<file path="config.mk">
export PLATFORM = sky130hd
export DESIGN_NAME = hazard_unit
export DESIGN_NICKNAME = d
export VERILOG_FILES = /design/src/rtl/cpu_pkg.sv /design/src/rtl/hazard_fwd_mux_sel.sv /design/src/rtl/hazard_unit.sv
export SDC_FILE = /design/constraint.sdc
export NUM_CORES = 1
export LEC_CHECK = 0
export CORE_MARGIN = 2
export CORE_UTILIZATION = 35
export CTS_BUF_LIST = sky130_fd_sc_hd__clkbuf_4
export DETAILED_ROUTE_END_ITERATION = 16
export GPL_TIMING_DRIVEN = 0
export SYNTH_ARGS = -nofsm -noshare
export SYNTH_HDL_FRONTEND = slang
export SYNTH_SLANG_ARGS = --single-unit
</file>
<file path="constraint.sdc">
create_clock -name clk -period 2.54 [get_ports clk]
set_input_delay 0.508 -clock clk [delete_from_list [all_inputs] [get_ports clk]]
set_output_delay 0.508 -clock clk [all_outputs]
set_load 0.02 [all_outputs]
</file>
<file path="src/rtl/cpu_pkg.sv">
// Shared types for the ARM-lite pipeline control: forwarding selects, the
// per-stage shadow control record, and the register-writer predicate.
package cpu_pkg;

    localparam int REG_IDX_W = 5;
    localparam logic [REG_IDX_W-1:0] XZR_IDX = 5'd31;

    typedef enum logic [1:0] {
        FWD_RF  = 2'b00,
        FWD_MEM = 2'b01,
        FWD_WB  = 2'b10
    } fwd_sel_e;

    typedef struct packed {
        logic                 valid;
        logic [REG_IDX_W-1:0] rn;
        logic [REG_IDX_W-1:0] rm;
        logic                 uses_rn;
        logic                 uses_rm;
        logic [REG_IDX_W-1:0] rd;
        logic                 regwri;
        logic                 readmem;
        logic                 enflags;
    } shadow_ctrl_t;

    localparam shadow_ctrl_t SHADOW_EMPTY = '0;

    // The zero register is never a real destination, so it never creates a dependency.
    function automatic logic is_writer(input shadow_ctrl_t s,
                                       input logic [REG_IDX_W-1:0] r,
                                       input logic [REG_IDX_W-1:0] xzr);
        return s.valid & s.regwri & (s.rd == r) & (r != xzr);
    endfunction

endpackage

</file>
<file path="src/rtl/hazard_fwd_mux_sel.sv">
// Operand forwarding select for one EX source: the youngest non-load writer wins.
import cpu_pkg::*;

module hazard_fwd_mux_sel #(
    parameter logic [REG_IDX_W-1:0] XZR = XZR_IDX
) (
    input  logic                 ex_valid,
    input  logic                 ex_uses,
    input  logic [REG_IDX_W-1:0] ex_src,
    input  shadow_ctrl_t         mem_stage,
    input  shadow_ctrl_t         wb_stage,
    output fwd_sel_e             sel
);

    logic needs_src;
    logic mem_hit;
    logic wb_hit;

    assign needs_src = ex_valid & ex_uses;
    // A load in MEM has no data yet; the load-use stall pushes it to WB first.
    assign mem_hit   = is_writer(mem_stage, ex_src, XZR) & ~mem_stage.readmem;
    assign wb_hit    = is_writer(wb_stage, ex_src, XZR);

    always_comb begin
        sel = FWD_RF;
        if (needs_src) begin
            if (mem_hit) begin
                sel = FWD_MEM;
            end else if (wb_hit) begin
                sel = FWD_WB;
            end
        end
    end

endmodule

</file>
<file path="src/rtl/hazard_unit.sv">
// Pipeline hazard controller: shadows decoded control through EX/MEM/WB and
// derives forwarding selects, load-use and flag stalls, branch flushes and a stall counter.
import cpu_pkg::*;

module hazard_unit #(
    parameter int REG_W = REG_IDX_W,
    parameter int XZR   = 31,
    parameter int CNT_W = 32
) (
    input  logic             clk,
    input  logic             reset_n,
    input  logic             id_valid,
    input  logic [REG_W-1:0] id_rn,
    input  logic [REG_W-1:0] id_rm,
    input  logic             id_uses_rn,
    input  logic             id_uses_rm,
    input  logic [REG_W-1:0] id_rd,
    input  logic             id_regwri,
    input  logic             id_readmem,
    input  logic             id_enflags,
    input  logic             id_bcond,
    input  logic             ex_brtaken,
    output logic             stall,
    output logic             flush_ifid,
    output logic             flush_idex,
    output logic [1:0]       fwd_a,
    output logic [1:0]       fwd_b,
    output logic [CNT_W-1:0] stall_count
);

    localparam logic [REG_IDX_W-1:0] XZR_R = REG_IDX_W'(XZR);
    localparam logic [CNT_W-1:0]     CNT_MAX = '1;

    shadow_ctrl_t     id_ctrl;
    shadow_ctrl_t     ex_q;
    shadow_ctrl_t     mem_q;
    shadow_ctrl_t     wb_q;
    logic [CNT_W-1:0] cnt_q;

    logic     load_use;
    logic     flag_use;
    logic     flush_int;
    logic     stall_int;
    fwd_sel_e sel_a;
    fwd_sel_e sel_b;

    always_comb begin
        id_ctrl         = SHADOW_EMPTY;
        id_ctrl.valid   = id_valid;
        id_ctrl.rn      = id_rn;
        id_ctrl.rm      = id_rm;
        id_ctrl.uses_rn = id_uses_rn;
        id_ctrl.uses_rm = id_uses_rm;
        id_ctrl.rd      = id_rd;
        id_ctrl.regwri  = id_regwri;
        id_ctrl.readmem = id_readmem;
        id_ctrl.enflags = id_enflags;
    end

    assign load_use = id_valid & ex_q.readmem &
                      ((id_uses_rn & is_writer(ex_q, id_rn, XZR_R)) |
                       (id_uses_rm & is_writer(ex_q, id_rm, XZR_R)));

    // No flag forwarding: a B.cond waits one cycle behind a flag setter.
    assign flag_use = id_valid & id_bcond & ex_q.valid & ex_q.enflags;

    // A taken branch discards the ID instruction, so any stall it wanted is moot.
    assign flush_int = reset_n & ex_brtaken;
    assign stall_int = reset_n & ~ex_brtaken & (load_use | flag_use);

    always_ff @(posedge clk) begin
        if (!reset_n) begin
            ex_q  <= SHADOW_EMPTY;
            mem_q <= SHADOW_EMPTY;
            wb_q  <= SHADOW_EMPTY;
            cnt_q <= '0;
        end else begin
            wb_q  <= mem_q;
            mem_q <= ex_q;
            // Bubbles are fully cleared records so they never match as writers or readers.
            if (stall_int || flush_int || !id_valid) begin
                ex_q <= SHADOW_EMPTY;
            end else begin
                ex_q <= id_ctrl;
            end
            if (stall_int && (cnt_q != CNT_MAX)) begin
                cnt_q <= cnt_q + 1'b1;
            end
        end
    end

    hazard_fwd_mux_sel #(.XZR(XZR_R)) u_fwd_a (
        .ex_valid  (ex_q.valid),
        .ex_uses   (ex_q.uses_rn),
        .ex_src    (ex_q.rn),
        .mem_stage (mem_q),
        .wb_stage  (wb_q),
        .sel       (sel_a)
    );

    hazard_fwd_mux_sel #(.XZR(XZR_R)) u_fwd_b (
        .ex_valid  (ex_q.valid),
        .ex_uses   (ex_q.uses_rm),
        .ex_src    (ex_q.rm),
        .mem_stage (mem_q),
        .wb_stage  (wb_q),
        .sel       (sel_b)
    );

    assign stall       = stall_int;
    assign flush_ifid  = flush_int;
    assign flush_idex  = flush_int;
    assign fwd_a       = reset_n ? sel_a : FWD_RF;
    assign fwd_b       = reset_n ? sel_b : FWD_RF;
    assign stall_count = reset_n ? cnt_q : '0;

endmodule
</file>
==> results.rst, run 1 <==
.. list-table::
   :header-rows: 1

   * - Metric
     - Value
   * - Result of the run
     - complete, no violations
   * - Total clock buffers created by CTS
     - 9
   * - Fraction of layout instances using a drive strength above 1
     - roughly 13%
   * - Internal power component
     - ~1.5 mW
   * - Critical path data required time
     - 2.03 ns
   * - Post-route clock period utilization
     - between 90% and 100%
   * - Endpoint, Worst Hold
     - ex_q[14]
   * - Sequential-to-total area share from yosys stat
     - about 40%
   * - Filler cell count
     - approximately 940
   * - Synth Instances
     - 396
   * - Final Hold Vio Count
     - 0
   * - Overflow left after global routing
     - 0
   * - Total setup violations reported at the end of the flow
     - 0
   * - Floorplan row count
     - 35
   * - Fraction of power consumed by sequential logic
     - approximately 56%
   * - Die width
     - about 100 µm
   * - Peak supply drop
     - around 0.23 mV
   * - # IOs
     - 64
   * - Initial antenna violation count
     - 0
   * - Syn Std Cell Area
     - roughly 3400 µm²
   * - Time the worst path needs with I/O delays and setup
     - 2.46 ns
   * - Power density over the cells
     - 441 nW/µm²
   * - Non-Filler Cell Area, Final
     - roughly 4400 µm²
   * - Sw power
     - 506 µW
   * - Number of global-route vias before repair
     - between 2000 and 3000
   * - Final wirelength
     - 8570 µm
   * - Worst Hold Depth
     - 2
   * - Post-synthesis to final-layout area growth
     - 32.1%
   * - Buffer cell driving the clock tree root
     - sky130_fd_sc_hd__clkbuf_4
   * - Startpoint of the most critical register-to-register path
     - cnt_q[24]
   * - Detailed-placement wirelength estimate
     - between 6000 and 7000 µm
   * - PortBufs
     - 63
   * - Number of routed nets with antenna violations
     - 0
   * - Worst slew margin relative to its limit
     - between 60 and 70%
   * - Area occupied by registers
     - 1370 µm²
   * - Sw Share
     - around 26%
   * - Average wire per cell in the routed design
     - between 10 and 15 µm
   * - Endpoint class of the critical path
     - output pin
   * - Worst min-delay path category
     - in2reg
   * - Initial standard-cell utilization of the core
     - between 30% and 40%
   * - Post-layout total power
     - between 1.5 and 2 mW
   * - Critical path type
     - reg2out
   * - H-tree levels
     - 3
   * - Fraction of power consumed by combinational cells
     - under 10%
   * - Buffers from clock root to sink, at most
     - 2
   * - Setup_tns
     - 0 ns
   * - First-pass iteration count of the detailed router
     - 4
   * - DR DRC count
     - 0
   * - Max Clock Skew
     - 0.0159 ns
   * - Placement-stage worst setup slack
     - -1.33 ns
   * - Maximum Capacitance Violations
     - 0
   * - Util after Layout
     - 47.8%
   * - Synthesis warning total
     - 0
   * - Later-pin clock latency in the skew report
     - 0.43 ns
   * - Standard cell core area
     - just over 9000 µm²
   * - Die Area
     - ~10000 µm²
   * - Number of distinct library cells after synthesis
     - 41
   * - DR vias
     - between 3000 and 4000
   * - Vert. Die Dim
     - slightly above 100 µm
   * - Number of nets in the finished design
     - 500
   * - Footprint of the multi-input gates
     - roughly 2000 µm²
   * - Clock Sink Count
     - between 60 and 70
   * - Mapped Avg Cell Area
     - approximately 8.5 µm²
   * - Number of buffers added to fix hold violations after cts
     - 0
   * - Clock share of power
     - 38.1%
   * - Clock-pin slew of the registers on the worst-case setup and hold paths
     - approximately 0.11 ns
   * - Slew at the pin closest to its max-slew limit
     - 0.544 ns
   * - Type of element launching the critical path
     - flip-flop
   * - Hold Crit Start
     - id_rm[4]
   * - Iteration-0 DRC count of the detailed router
     - a little over 100
   * - First-pass GRT wire length
     - around 14000 µm
   * - Final-report max-slew violation count
     - 0
   * - Synth Register Bits
     - between 60 and 70
   * - Largest net degree at the start of global routing
     - 20
   * - Post-route setup slack
     - around 0.08 ns
   * - Net count after synthesis
     - between 400 and 500
   * - Register-to-Register Path Depth
     - 7
   * - Number of antenna cells inserted
     - 0
   * - Routability Congestion
     - between 0.8 and 0.9
   * - Peak Freq
     - slightly above 400 MHz
   * - Vias per inst
     - approximately 5.0
   * - GRT Overall Usage
     - roughly 18%
   * - Arrival time of data at the critical path endpoint
     - slightly below 2 ns
   * - Cell area reported after detailed placement
     - between 4000 and 5000 µm²
   * - Clock tree from TritonCTS
     - yes
   * - Capturing point of the worst reg2reg path
     - cnt_q[13]
   * - CP Max Fanout
     - 10
   * - Register-to-register setup slack
     - approximately 0.13 ns
   * - Leakage power figure
     - between 1.5 and 2 nW
-- state kept, by name, indices dropped and copies added (netlist names) --
register,cells
cnt_q,32
ex_q,21
mem_q,8
wb_q,7
-- worst max-delay path, stage by stage, from the launching register on --
cell and delay [ns]:
sky130_fd_sc_hd__dfxtp_2 0.36, sky130_fd_sc_hd__and2_1 0.17, sky130_fd_sc_hd__a21oi_2 0.16, sky130_fd_sc_hd__and4b_1 0.23
sky130_fd_sc_hd__a211oi_4 0.29, sky130_fd_sc_hd__buf_12 0.17, sky130_fd_sc_hd__inv_2 0.04, sky130_fd_sc_hd__buf_6 0.12
-- through the flow --
stage	hold slack (ns)	std cells
3_5_place_dp	0.450	588
2_1_floorplan	0.435	396
6_report	0.350	608
4_1_cts	0.439	605
5_1_grt	0.344	608
3_3_place_gp	0.446	588
-- synth_stat cells (all sizes together) --
| cell | count | area, µm² |
|---|---|---|
| a2111oi | 1 | 8.76 |
| and3 | 6 | 37.5 |
| a211o | 1 | 8.76 |
| and2 | 66 | 413 |
| buf | 5 | 27.5 |
| o21ai | 12 | 60.1 |
| mux2i | 3 | 30.0 |
| dfxtp | 68 | 1360 |
| or4 | 5 | 37.5 |
| nand3 | 23 | 115 |
| and4b | 2 | 20.0 |
| nor2 | 32 | 120 |
| or3 | 13 | 81.3 |
| and4 | 4 | 35.0 |
| xnor2 | 12 | 105 |
| nor4 | 9 | 62.6 |
| nor3b | 2 | 15.0 |
| ha | 1 | 12.5 |
| nand4 | 17 | 113 |
| mux2 | 14 | 161 |
| o21bai | 1 | 7.51 |
| a21oi | 14 | 70.1 |
| or4b | 1 | 10.0 |
| clkbuf | 13 | 48.8 |
| o21a | 1 | 7.51 |
| nor4b | 2 | 17.5 |
| a211oi | 2 | 15.0 |
| nor3 | 12 | 60.1 |
| nand2 | 25 | 96.4 |
| nor2b | 1 | 6.26 |
| o31ai | 3 | 22.5 |
| inv | 8 | 30.0 |
| or2 | 1 | 6.26 |
| xor2 | 16 | 140 |
-- repair_timing --
action,CTS,global route
gates resized for setup,52,27
hold endpoints to repair,0,0
buffers inserted,2,4
pin swaps,7,7
setup endpoints to repair,71,21
-- worst max path at each step --
stage | slack [ns] | end | startpoint
finish | 0.08 | stall | ex_q[7]
CTS | -0.14 | stall | id_rm[4]
floorplan | 0.09 | stall | id_rn[4]
detailed placement | -1.33 | stall | id_rn[4]
global placement | -1.30 | stall | id_rn[4]
global route | -0.002 | stall | ex_q[5]
-- metal layers --
metal,up-vias,wire length (µm),global-route usage (%)
met5,-,0,0
met1,1400,4200,24.4
li1,1534,-,-
met3,7,321,2.67
met2,69,3950,27.6
met4,0,97,7.38
-- layout make-up --
type	count	share of cell area [%]
clock buffers	9	1.52
flip-flops and latches	68	30.9
plain buffers	16	2.45
multi-input cells	302	44.3
repair buffers	69	14.7
clock inverters	7	1.80
inverters	8	0.676
well taps	129	3.63
-- power by group through the flow --
stage / Combinational (mW) / Clock (mW) / Sequential [mW]
floorplan: 0.0542 / 0 / 1.11
global placement: 0.117 / 0 / 1.12
finish: 0.123 / 0.746 / 1.09
global route: 0.136 / 0.826 / 1.09
CTS: 0.121 / 0.770 / 1.09
detailed placement: 0.119 / 0 / 1.12
-- cell usage in the layout, fill, tap and decap left out, types with 4 or more instances in the layout --
cell type,instances
sky130_fd_sc_hd__o21ai_0,11
sky130_fd_sc_hd__nor4_1,7
sky130_fd_sc_hd__clkbuf_4,12
sky130_fd_sc_hd__and3_1,5
sky130_fd_sc_hd__or3_1,13
sky130_fd_sc_hd__dlygate4sd2_1,14
sky130_fd_sc_hd__or4_1,5
sky130_fd_sc_hd__inv_1,7
sky130_fd_sc_hd__and2_1,65
sky130_fd_sc_hd__xnor2_1,10
sky130_fd_sc_hd__nand4_1,16
sky130_fd_sc_hd__clkdlybuf4s50_1,41
sky130_fd_sc_hd__clkbuf_1,5
sky130_fd_sc_hd__mux2_2,4
sky130_fd_sc_hd__dfxtp_1,63
sky130_fd_sc_hd__nand2_1,24
sky130_fd_sc_hd__a21oi_1,13
sky130_fd_sc_hd__xor2_1,16
sky130_fd_sc_hd__and4_1,4
sky130_fd_sc_hd__nor2_1,32
sky130_fd_sc_hd__inv_6,4
sky130_fd_sc_hd__buf_4,7
sky130_fd_sc_hd__nand3_1,21
sky130_fd_sc_hd__clkbuf_2,6
sky130_fd_sc_hd__mux2_1,9
sky130_fd_sc_hd__nor3_1,12
-- cell families (layout without fill, tap and decap cells) --
group | count (synthesis) | in the layout | share of synthesized area [%]
xor+xnor | 28 | 28 | 7.29
compound gates | 35 | 35 | 5.95
flops | 68 | 68 | 40.5
mux | 17 | 17 | 5.69
simple gates | 221 | 221 | 37.1
fa+ha+maj | 1 | 1 | 0.372
buf+inv | 26 | 109 | 3.16
Note: power is estimated with default switching activity, not from simulation.
==> run 2, diff against run 1 <==
--- a/config.mk
+++ b/config.mk
@@ -5,6 +5,7 @@
 export SDC_FILE = /design/constraint.sdc
 export NUM_CORES = 1
 export LEC_CHECK = 0
+export CORE_ASPECT_RATIO = 1.1
 export CORE_MARGIN = 2
 export CORE_UTILIZATION = 35
 export CTS_BUF_LIST = sky130_fd_sc_hd__clkbuf_4
==> results.rst, run 2 (synthesized netlist as in run 1, its figures left out) <==
.. list-table::
   :header-rows: 1

   * - Metric
     - Value
   * - Critical path data required time
     - ~2 ns
   * - Detailed-placement wirelength estimate
     - 6470 µm
   * - Peak Freq
     - 397 MHz
   * - Later-pin clock latency in the skew report
     - ~0.42 ns
   * - Number of global-route vias before repair
     - slightly below 3000
   * - Clock share of power
     - around two fifths
   * - Cell area reported after detailed placement
     - around 4100 µm²
   * - Worst Hold Depth
     - 2
   * - Number of antenna cells inserted
     - 0
   * - H-tree levels
     - 3
   * - Leakage power figure
     - around 1.8 nW
   * - Most frequent standard cell in the layout excluding fill and tap cells
     - sky130_fd_sc_hd__dfxtp_1
   * - Sw Share
     - between 20% and 30%
   * - Die Area
     - 10400 µm²
   * - Arrival time of data at the critical path endpoint
     - ~2 ns
   * - Non-Filler Cell Area, Final
     - around 4400 µm²
   * - Non-filler instance count after layout
     - just under 600
   * - Beginning of the critical path
     - id_rn[4]
   * - Largest net degree at the start of global routing
     - 15
   * - Peak supply drop
     - ~0.21 mV
   * - RSZ-0062 raised after global routing
     - yes
   * - Leading cell types in the layout, fill and taps excluded
     - sky130_fd_sc_hd__dfxtp_1, sky130_fd_sc_hd__and2_1, sky130_fd_sc_hd__clkdlybuf4s50_1
   * - Largest Register
     - cnt_q
   * - DR vias
     - 3005
   * - Largest register FFs
     - 32
   * - Type of element launching the critical path
     - input port
   * - Result of the run
     - complete, no violations
   * - First-pass GRT wire length
     - about 14000 µm
   * - Startpoint of the most critical register-to-register path
     - cnt_q[6]
   * - Final-report max-slew violation count
     - 0
   * - Setup_tns
     - 0 ns
   * - Floorplan row count
     - 37
   * - CP bufs+invs
     - 5
   * - Clock Sink Count
     - roughly 70
   * - Worst min-delay path category
     - in2reg
   * - Sw power
     - between 500 and 600 µW
   * - Fraction of power consumed by combinational cells
     - under 10%
   * - GRT Overall Usage
     - between 15 and 20%
   * - PortBufs
     - between 60 and 70
   * - Time the worst path needs with I/O delays and setup
     - approximately 2.5 ns
   * - Critical path's top delay family
     - buffers and inverters
   * - Max Clock Skew
     - between 0.009 and 0.01 ns
   * - Clock tree from TritonCTS
     - yes
   * - Iteration-0 DRC count of the detailed router
     - approximately 180
   * - Total setup violations reported at the end of the flow
     - 0
   * - Power density over the cells
     - about 450 nW/µm²
   * - Fraction of layout instances using a drive strength above 1
     - between 10% and 20%
   * - Buffer cell driving the clock tree root
     - sky130_fd_sc_hd__clkbuf_4
   * - Fraction of power consumed by sequential logic
     - a little under three fifths
   * - Post-route clock period utilization
     - 99.0%
   * - Final Hold Vio Count
     - 0
   * - Cell seen most often among critical-path stages
     - sky130_fd_sc_hd__buf_6
   * - DR DRC count
     - 0
   * - Total clock buffers created by CTS
     - 9
   * - Slew at the pin closest to its max-slew limit
     - approximately 0.56 ns
   * - Die width
     - between 90 and 100 µm
   * - Vert. Die Dim
     - about 110 µm
   * - Worst slew margin relative to its limit
     - between 60% and 70%
   * - Clock-pin slew of the registers on the worst-case setup and hold paths
     - roughly 0.13 ns
   * - Routability Congestion
     - ~0.8
   * - Register-to-register setup slack
     - between 0.15 and 0.2 ns
   * - Post-synthesis to final-layout area growth
     - 31.6%
   * - Endpoint, Worst Hold
     - ex_q[13]
   * - Register-to-Register Path Depth
     - 7
   * - Filler cell count
     - just over 900
   * - Critical path type
     - in2out
   * - Overflow left after global routing
     - 0
   * - Hold Crit Start
     - id_rm[3]
   * - # IOs
     - 64
   * - Slowest stage delay, CP
     - ~0.43 ns
   * - Util after Layout
     - between 40% and 50%
   * - Initial antenna violation count
     - 0
   * - Average wire per cell in the routed design
     - 14.6 µm
   * - Maximum Capacitance Violations
     - 0
   * - Number of routed nets with antenna violations
     - 0
   * - List of cells traversed by the critical path
     - dlygate4sd2_1 -> or2_4 -> a2111oi_4 -> a211oi_4 -> buf_6 -> buf_6 -> inv_2 -> buf_6
   * - Buffers from clock root to sink, at most
     - 2
   * - Number of placed instances, taps included
     - between 500 and 600
   * - CP Max Fanout
     - 3
   * - Internal power component
     - 1.45 mW
   * - First-pass iteration count of the detailed router
     - 4
   * - Top flop regs
     - cnt_q (32), ex_q (21), mem_q (8)
   * - Endpoint class of the critical path
     - output pin
   * - Capturing point of the worst reg2reg path
     - cnt_q[17]
   * - Number of nets in the finished design
     - approximately 500
   * - Vias per inst
     - roughly 5.0
   * - Slowest library cell on the worst path
     - sky130_fd_sc_hd__a2111oi_4
   * - Standard cell core area
     - between 9000 and 10000 µm²
   * - Final-layout worst hold slack
     - between 0.4 and 0.5 ns
   * - Initial standard-cell utilization of the core
     - between 30% and 40%
   * - Final wirelength
     - between 8000 and 9000 µm
-- run 2: cell count changes in the layout (fill, tap and decap cells not counted), sizes merged --
cell           previous run  this run
clkbuf                   23        22
clkinv                    0         1
dlymetal6s2s              3         4
dlygate4sd2              14        18
clkdlybuf4s50            41        38
clkinvlp                  2         1
-- run 2: power by group through the flow --
stage | registers (mW) | clock network [mW] | logic (mW)
finish | 1.09 | 0.760 | 0.121
global route | 1.09 | 0.819 | 0.133
CTS | 1.09 | 0.777 | 0.121
detailed placement | 1.12 | 0 | 0.119
global placement | 1.11 | 0 | 0.118
floorplan | 1.11 | 0 | 0.0542
-- run 2: area by class of cell --
| type | count | area, µm² | area share (%) |
|---|---|---|---|
| Clock inverter | 7 | 81.3 | 1.84 |
| Sequential cell | 68 | 1370 | 30.9 |
| Timing Repair Buffer | 69 | 662 | 15.0 |
| Inverter | 8 | 30.0 | 0.678 |
| Clock buffer | 9 | 67.6 | 1.53 |
| Buffer | 17 | 109 | 2.46 |
| Multi-Input combinational cell | 302 | 1960 | 44.4 |
| Tap cell | 117 | 146 | 3.31 |
-- run 2: stage by stage --
| step | power, mW | worst slack [ns] |
|---|---|---|
| 2_1_floorplan | 1.17 | 0.0940 |
| 3_3_place_gp | 1.23 | -1.26 |
| 3_5_place_dp | 1.23 | -1.26 |
| 4_1_cts | 1.99 | -0.0453 |
| 5_1_grt | 2.05 | -0.0406 |
| 6_report | 1.97 | 0.0242 |
-- run 2: per-layer routing --
| layer | wire length [µm] | track usage [%] | part of all wire, % |
|---|---|---|---|
| met3 | 349 | 2.15 | 4.0 |
| met2 | 3990 | 27.5 | 46 |
| met5 | 0 | 0 | 0 |
| met4 | 177 | 7.34 | 2.0 |
| met1 | 4200 | 23.2 | 48 |
-- run 2: worst reg2reg max path, cell delays in order, from the launching register on --
cell and delay, ns:
sky130_fd_sc_hd__dfxtp_1 0.46, sky130_fd_sc_hd__nand3_1 0.17, sky130_fd_sc_hd__or3_1 0.39, sky130_fd_sc_hd__or4b_1 0.50, sky130_fd_sc_hd__buf_2 0.20, sky130_fd_sc_hd__nand2_2 0.13, sky130_fd_sc_hd__nor3_1 0.07, sky130_fd_sc_hd__mux2_1 0.34
-- run 2: worst max-delay path by stage --
stage	cells past startpoint	slack, ns	endpoint
floorplan	7	0.09	stall
global placement	9	-1.26	stall
detailed placement	9	-1.26	stall
CTS	8	-0.05	stall
global route	7	-0.04	stall
finish	8	0.02	stall
-- run 2: repair_timing --
item	in CTS	in global routing
hold buffers	0	0
setup endpoints to repair	61	9
setup buffers	4	2
pin swaps	6	4
resized for setup	60	13
